`src/rtl/width_pack_16to128.sv`:
```
// Gathers narrow IN_WIDTH words into OUT_WIDTH words with a lane-keep mask; in_last flushes a partial word.
// Optional transfer statistics (stat_words, stat_partial) are enabled by defining WIDTH_PACK_STATS_EN.
module width_pack_16to128 #(
  parameter int IN_WIDTH  = 16,
  parameter int OUT_WIDTH = 128,
  parameter int MSB_FIRST = 0
) (
  input  logic                          clk,
  input  logic                          tb_rst,
  input  logic [IN_WIDTH-1:0]           in_data,
  input  logic                          in_valid,
  input  logic                          in_last,
  output logic                          in_ready,
  output logic [OUT_WIDTH-1:0]          out_data,
  output logic [OUT_WIDTH/IN_WIDTH-1:0] out_keep,
  output logic                          out_valid,
  input  logic                          out_ready,
`ifdef WIDTH_PACK_STATS_EN
  output logic [15:0]                   stat_words,
  output logic [15:0]                   stat_partial,
`endif
  output logic [3:0]                    lane_cnt
);

  // state | meaning
  // FILL  | accepting narrow words into the accumulator
  // HOLD  | accumulator complete, waiting for the output stage to drain

  localparam int RATIO = OUT_WIDTH / IN_WIDTH;

  typedef enum logic {FILL, HOLD} state_t;

  state_t               state, state_nxt;
  logic [OUT_WIDTH-1:0] acc, acc_wr;
  logic [3:0]           lane_pos, lane_inc;
  logic                 accept, complete, out_xfer, out_free;

  function automatic logic [RATIO-1:0] keep_of(input logic [3:0] n);
    logic [RATIO-1:0] k;
    for (int i = 0; i < RATIO; i++) k[i] = (4'(i) < n);
    return k;
  endfunction

  assign accept   = in_valid && in_ready;
  assign complete = accept && ((lane_cnt == 4'(RATIO - 1)) || in_last);
  assign out_xfer = out_valid && out_ready;
  assign out_free = !out_valid || out_ready;
  assign lane_inc = lane_cnt + 4'd1;
  assign lane_pos = (MSB_FIRST != 0) ? (4'(RATIO - 1) - lane_cnt) : lane_cnt;

  always_comb begin
    acc_wr = acc;
    for (int i = 0; i < RATIO; i++)
      if (lane_pos == 4'(i)) acc_wr[i*IN_WIDTH +: IN_WIDTH] = in_data;
  end

  always_ff @(posedge clk or posedge tb_rst) begin
    if (tb_rst) state <= FILL;
    else        state <= state_nxt;
  end

  always_comb begin
    state_nxt = state;
    case (state)
      FILL:    if (complete && !out_free) state_nxt = HOLD;
      HOLD:    if (out_xfer)              state_nxt = FILL;
      default:                            state_nxt = FILL;
    endcase
  end

  always_comb begin
    in_ready = (state == FILL);
  end

  // Output stage is loaded either directly from a completing accept or from the held accumulator.
  always_ff @(posedge clk or posedge tb_rst) begin
    if (tb_rst) begin
      acc       <= '0;
      lane_cnt  <= '0;
      out_data  <= '0;
      out_keep  <= '0;
      out_valid <= 1'b0;
    end else begin
      if (out_xfer) out_valid <= 1'b0;
      case (state)
        FILL: if (accept) begin
          if (complete && out_free) begin
            out_data  <= acc_wr;
            out_keep  <= keep_of(lane_inc);
            out_valid <= 1'b1;
            acc       <= '0;
            lane_cnt  <= '0;
          end else begin
            acc      <= acc_wr;
            lane_cnt <= lane_inc;
          end
        end
        HOLD: if (out_xfer) begin
          out_data  <= acc;
          out_keep  <= keep_of(lane_cnt);
          out_valid <= 1'b1;
          acc       <= '0;
          lane_cnt  <= '0;
        end
        default: ;
      endcase
    end
  end

`ifdef WIDTH_PACK_STATS_EN
  always_ff @(posedge clk or posedge tb_rst) begin
    if (tb_rst) begin
      stat_words   <= '0;
      stat_partial <= '0;
    end else if (out_xfer) begin
      stat_words <= stat_words + 16'd1;
      if (out_keep != {RATIO{1'b1}}) stat_partial <= stat_partial + 16'd1;
    end
  end
`endif

endmodule

```
`config.mk`:
```
export PLATFORM = sky130hd
export DESIGN_NAME = width_pack_16to128
export DESIGN_NICKNAME = d
export VERILOG_FILES = /design/src/rtl/width_pack_16to128.sv
export SDC_FILE = /design/constraint.sdc
export NUM_CORES = 1
export LEC_CHECK = 0
export CAP_MARGIN = 20
export CORE_MARGIN = 2
export CORE_UTILIZATION = 30
export DETAILED_ROUTE_END_ITERATION = 12
export PLACE_DENSITY = 0.49
export SYNTH_ARGS = -nofsm -noshare
export SYNTH_HDL_FRONTEND = slang
export SYNTH_SLANG_ARGS = --single-unit
```
`constraint.sdc`:
```
create_clock -name clk -period 9.3 [get_ports clk]
set_clock_uncertainty 0.1 [all_clocks]
set_input_delay 0.93 -clock clk [delete_from_list [all_inputs] [get_ports clk]]
set_output_delay 0.93 -clock clk [all_outputs]
set_load 0.005 [all_outputs]
```
; ---- Word-level counts from Yosys, hierarchy flattened
; Index checks and enable logic that the tools add are counted.
[classes]
addsub = 1
order_cmp = 16
eq_ne = 10
muxes = 32
bitwise = 1
reduce_logical = 12
[op_table]
columns = cell, count
row1 = two-way mux 128 bit, 6
row2 = case mux 128 bit (2 select lines), 2
row3 = two-way mux 16 bit, 8
row4 = < comparator 3 x 4 -> 1 bit (first input constant), 8
row5 = two-way mux 8 bit, 3
row6 = equality test 4 x 3 -> 1 bit (second input constant), 4
row7 = < comparator 1 x 4 -> 1 bit (first input constant), 4
row8 = < comparator 2 x 4 -> 1 bit (first input constant), 4
row9 = case mux 8 bit (2 select lines), 1
row10 = two-way mux 4 bit, 3
row11 = equality test 4 x 2 -> 1 bit (second input constant), 2
row12 = case mux 4 bit (2 select lines), 1
row13 = two-way mux 1 bit, 6
row14 = inequality test 2 x 1 -> 1 bit (second input constant), 3
row15 = logical AND 1 bit, 5
row16 = adder 4 x 1 -> 4 bit (second input constant), 1
row17 = equality test 4 x 1 -> 1 bit (second input constant), 1
row18 = zero test 4 bit, 1
row19 = case mux 1 bit (2 select lines), 2
row20 = AND reduction 3 bit, 1
row21 = zero test 1 bit, 2
row22 = logical OR 1 bit, 2
row23 = AND reduction 2 bit, 1
row24 = NOT 1 bit, 1
[totals]
regBits = 270
inputBits = 21
out_inout_bits = 142
wordCells = 78

; ---- Longest topological paths before layout
[logic_depth]
depth_word = 7
depth_mapped = 8
mapped_depth_nobuf = 6

; ---- Worst setup path after synthesis
; OpenSTA, ideal clock, no wires.
[synth_timing]
path_type = in2reg
start = input port in_valid
end = register acc[100]
setup_ps = 66
arrival_time_ps = 2176
required_ps = 9134
path_slack_ps = 6958
path_stages = 6
n_path_buf = 2
path_cell_list = nand2b_1 buf_2 o31a_1 nor2_2 buf_2 a22o_1
[synth_via]
elab_chain_cells = 6
elab_cells_between_ends = 8
cone_classes = eq/ne: 1 / mux: 3 / reduce/logical: 4
[synth_lines]
columns = element, line
row1 = start: declaration, 11  ; input logic in_valid,
row2 = logical AND 1 bit (*), 44  ; assign accept = in_valid && in_ready;
row3 = logical AND 1 bit, 45  ; assign complete = accept && ((lane_cnt == 4'(RATIO - 1)) || in_last);
row4 = logical AND 1 bit, 87  ; if (complete && out_free) begin
row5 = two-way mux 128 bit, 87
row6 = two-way mux 128 bit, 86  ; FILL: if (accept) begin
row7 = case mux 128 bit (2 select lines), 85  ; case (state)
row8 = end signal: assignment, 94  ; acc <= acc_wr;
row9 = end: declaration, 34  ; logic [OUT_WIDTH-1:0] acc, acc_wr;
; Every way passes the cells marked *; elsewhere a longest branch is shown, timed or not. The select of a mux whose other input is x is not followed.
; A chain may end at the register's enable or synchronous reset.

; ---- Worst setup path after layout
[layout_timing]
start = input port in_valid
end = register out_data[68]
[layout_via]
elab_chain_cells = 5
elab_cells_between_ends = 6
cone_classes = eq/ne: 2 / reduce/logical: 4
[layout_lines]
columns = element, line
row1 = logical AND 1 bit (*), 44
row2 = logical AND 1 bit, 45
row3 = logical AND 1 bit, 87
row4 = inequality test 2 x 1 -> 1 bit (no source line), --
row5 = AND reduction 3 bit (no source line) (*), --
row6 = end signal: assignment, 88  ; out_data <= acc_wr;
row7 = end: declaration, 14  ; output logic [OUT_WIDTH-1:0] out_data,
; Every way passes the cells marked *; elsewhere a longest branch is shown, timed or not.

==> run_summary.xml <==
<?xml version="1.0" encoding="UTF-8"?>
<metrics>
  <group name="outcome">
    <metric name="run_status" unit="">finished, final reports clean</metric>
  </group>
  <group name="timing">
    <metric name="slew_headroom" unit="%">29.6</metric>
    <metric name="fmax" unit="MHz">291</metric>
    <metric name="worst_slew_pin_slew" unit="ps">1060</metric>
    <metric name="grt_setup_unrepaired" unit="">false</metric>
    <metric name="final_hold_viol_count" unit="">0</metric>
    <metric name="tns" unit="ps">0</metric>
    <metric name="layout_min_cycle_time" unit="ps">3440</metric>
    <metric name="timing.final.ws_setup" unit="ps">5860</metric>
    <metric name="setup-violations-final" unit="">0</metric>
    <metric name="drv_slew" unit="">0</metric>
    <metric name="timing.final.crit_share" unit="%">37.0</metric>
  </group>
  <group name="setup_path">
    <metric name="cp_num_buf_inv" unit="">3</metric>
    <metric name="worstPathMaxFanout" unit="">76</metric>
    <metric name="setup.worst_path.class" unit="">in2reg</metric>
    <metric name="cp_data_arrival_time" unit="ps">3720</metric>
    <metric name="critical_path.most_common_cell" unit="">sky130_fd_sc_hd__buf_4</metric>
    <metric name="critPathSlowestCell" unit="">sky130_fd_sc_hd__buf_4</metric>
    <metric name="startpoint_type" unit="">input port</metric>
    <metric name="critical_path.cell_chain" unit="">clkdlybuf4s50_1, nand2b_1, a221oi_4, buf_4, buf_4, a21oi_1</metric>
    <metric name="critical_path.max_stage_delay" unit="ps">690</metric>
    <metric name="family_with_the_most_delay_on_the_worst_path" unit="">buffers and inverters</metric>
    <metric name="crit_required" unit="ps">9580</metric>
    <metric name="timing.reg2reg.setup_slack" unit="ps">6010</metric>
    <metric name="timing.critical_path.to_type" unit="">flip-flop</metric>
  </group>
  <group name="synthesis">
    <metric name="ys_types" unit="">50</metric>
    <metric name="mean_instance_size_in_the_synthesized_netlist" unit="µm²">11.8</metric>
    <metric name="synth_area" unit="µm²">11500</metric>
    <metric name="postSynth.topFlopCell" unit="">sky130_fd_sc_hd__dfrtp_1</metric>
    <metric name="synth_cells" unit="">982</metric>
    <metric name="synth_async_sr_flop_share" unit="%">100</metric>
    <metric name="synth-edff-count" unit="">0</metric>
    <metric name="synth-seq-cells" unit="">270</metric>
    <metric name="synth_fp_nets" unit="">1008</metric>
    <metric name="synth_warn" unit="">0</metric>
    <metric name="synth_sequential_area_ratio" unit="%">58.5</metric>
  </group>
  <group name="final_layout">
    <metric name="finish.net_count" unit="">1135</metric>
    <metric name="n_fill_cell" unit="">3669</metric>
    <metric name="layout-drive-gt1-share" unit="%">7.79</metric>
    <metric name="area.growth.synth_to_final" unit="%">26.8</metric>
    <metric name="fin_cells" unit="">1641</metric>
    <metric name="antenna_cells" unit="">0</metric>
    <metric name="most_frequent_standard_cell_in_the_layout_excluding_fill_and_tap_cells" unit="">sky130_fd_sc_hd__dfrtp_1</metric>
    <metric name="most-common-layout-cells" unit="">sky130_fd_sc_hd__dfrtp_1, sky130_fd_sc_hd__clkdlybuf4s50_1, sky130_fd_sc_hd__a21oi_1</metric>
  </group>
  <group name="floorplan">
    <metric name="initial_util" unit="%">30.6</metric>
    <metric name="chipHeight" unit="µm">200</metric>
    <metric name="design.die.area" unit="µm²">40100</metric>
    <metric name="ios" unit="">163</metric>
    <metric name="placementRows" unit="">71</metric>
    <metric name="die_width" unit="µm">200</metric>
    <metric name="coreArea" unit="µm²">37800</metric>
  </group>
  <group name="clock_tree">
    <metric name="cts_setup_buffers" unit="">0</metric>
    <metric name="post_cts_sizing_count" unit="">0</metric>
    <metric name="htree_num_levels" unit="">1</metric>
    <metric name="worst_skew_pair_latency" unit="ps">540</metric>
    <metric name="ctsLongestPathBuffers" unit="">3</metric>
    <metric name="cts.clk_slew.worst_paths" unit="ps">60</metric>
    <metric name="cts-root-buf" unit="">sky130_fd_sc_hd__clkbuf_16</metric>
    <metric name="cts-buffers-inserted" unit="">30</metric>
    <metric name="clkSinkCount" unit="">270</metric>
    <metric name="cts.hold.buffers_added" unit="">0</metric>
    <metric name="tritoncts" unit="">yes</metric>
  </group>
  <group name="detailed_routing">
    <metric name="detail_route.wirelength" unit="µm">32200</metric>
    <metric name="dr.pass1.iters" unit="">4</metric>
    <metric name="drt_first_iter_violations" unit="">496</metric>
    <metric name="routed_wire_length_per_instance" unit="µm">19.6</metric>
    <metric name="highest-signal-layer" unit="">met4</metric>
    <metric name="met3_wirelength" unit="µm">1160</metric>
    <metric name="wl_met2" unit="µm">14400</metric>
    <metric name="number_of_routed_nets_with_antenna_violations" unit="">0</metric>
    <metric name="detail_route.vias_per_cell" unit="">4.90</metric>
    <metric name="wl_met1" unit="µm">16200</metric>
    <metric name="detail_route.drc_violations" unit="">0</metric>
    <metric name="via_count" unit="">8044</metric>
  </group>
  <group name="hold_path">
    <metric name="tightest_hold_check_type" unit="">reg2reg</metric>
  </group>
  <group name="power">
    <metric name="power.static_leakage" unit="nW">6.10</metric>
    <metric name="power.density_cell_area" unit="nW/µm²">345</metric>
    <metric name="maximum_vdd_drop" unit="mV">0.165</metric>
  </group>
  <group name="placed_design">
    <metric name="dpl.hpwl" unit="µm">20500</metric>
    <metric name="post_placement_cell_count" unit="">1588</metric>
    <metric name="port_buffers" unit="">162</metric>
    <metric name="place.gp.congestion" unit="">0.751</metric>
    <metric name="detailedPlace.worstSlack" unit="ps">5340</metric>
  </group>
  <group name="global_route">
    <metric name="globalRoute.totalOverflow" unit="">0</metric>
    <metric name="number_of_global_route_vias_before_repair" unit="">8188</metric>
    <metric name="grt_util_all_layers" unit="%">15.9</metric>
    <metric name="pin_count_of_the_biggest_net_entering_global_routing" unit="">166</metric>
    <metric name="wire_length_of_the_first_global_routing_pass" unit="µm">50800</metric>
    <metric name="antenna_found_initial" unit="">0</metric>
  </group>
  <group name="flow_run">
    <metric name="maxCapViolCount" unit="">0</metric>
  </group>
</metrics>
worst paths after layout:
kind | from | endpoint | cells after the start
max reg2reg | lane_cnt[2] | out_data[68] | 5
max in group asynchronous | tb_rst | out_data[56] | 3
min | acc[62] | acc[62] | 1
max | in_valid | out_data[68] | 6
min reg2reg | acc[62] | acc[62] | 1
min in group asynchronous | tb_rst | out_data[44] | 2
state kept, by name (all words and copies together), names as in the netlist:
register and flops:
lane_cnt 4, out_data 128, acc 128, state 1
out_valid 1, out_keep 8
kinds of logic after synthesis:
logic type	synth area share (%)
fa+ha+maj	0.542
simple gates	7.49
mux	11.4
flops	58.5
compound gates	18.0
xor+xnor	0.228
buf+inv	3.84
stage by stage:
stage                     power [mW]  cell area [µm²]  hold WS (ps)  util [%]
after floorplan                 2.85            11500           365         -
after global placement          3.80            13500           381      35.8
after global routing            5.39            14600           408      38.8
after CTS                       5.14            14600           400      38.8
final                           5.06            14600           396      38.8
after detailed placement        3.82            13600           380      35.9
cells in the mapped netlist, types with 6 or more instances:
cell,instances,area [µm²]
sky130_fd_sc_hd__nand2_1,8,30.0
sky130_fd_sc_hd__dfrtp_1,270,6760
sky130_fd_sc_hd__a21oi_1,137,686
sky130_fd_sc_hd__buf_2,36,180
sky130_fd_sc_hd__clkbuf_1,34,128
sky130_fd_sc_hd__nor2_2,10,62.6
sky130_fd_sc_hd__buf_4,6,45.0
sky130_fd_sc_hd__a22o_1,132,1160
sky130_fd_sc_hd__nor2_1,135,507
sky130_fd_sc_hd__mux2i_1,128,1280
sky130_fd_sc_hd__inv_1,11,41.3
metal layers:
layer	GRT usage (%)	vias up
met1	23.9	4035
met3	2.15	34
met5	0	-
met4	3.49	0
met2	24.4	164
li1	-	3811
area by class of cell:
class                   count  area (µm²)  area share [%]
well taps                 511         639            4.37
clock inverters            10         175            1.20
clock buffers              43         901            6.15
multi-input cells         620        4340            29.7
inverters                  12        52.6           0.359
repair buffers            175        1770            12.1
flip-flops and latches    270        6760            46.2
where the power goes:
part,switching [mW],leakage (nW),total (mW),internal [mW]
clock network,0.476,0.534,1.28,0.805
logic,0.866,2.10,1.85,0.984
registers,0.324,3.46,1.93,1.60
total,1.67,6.10,5.06,3.39
No activity file was read; power rests on OpenSTA's default activity.
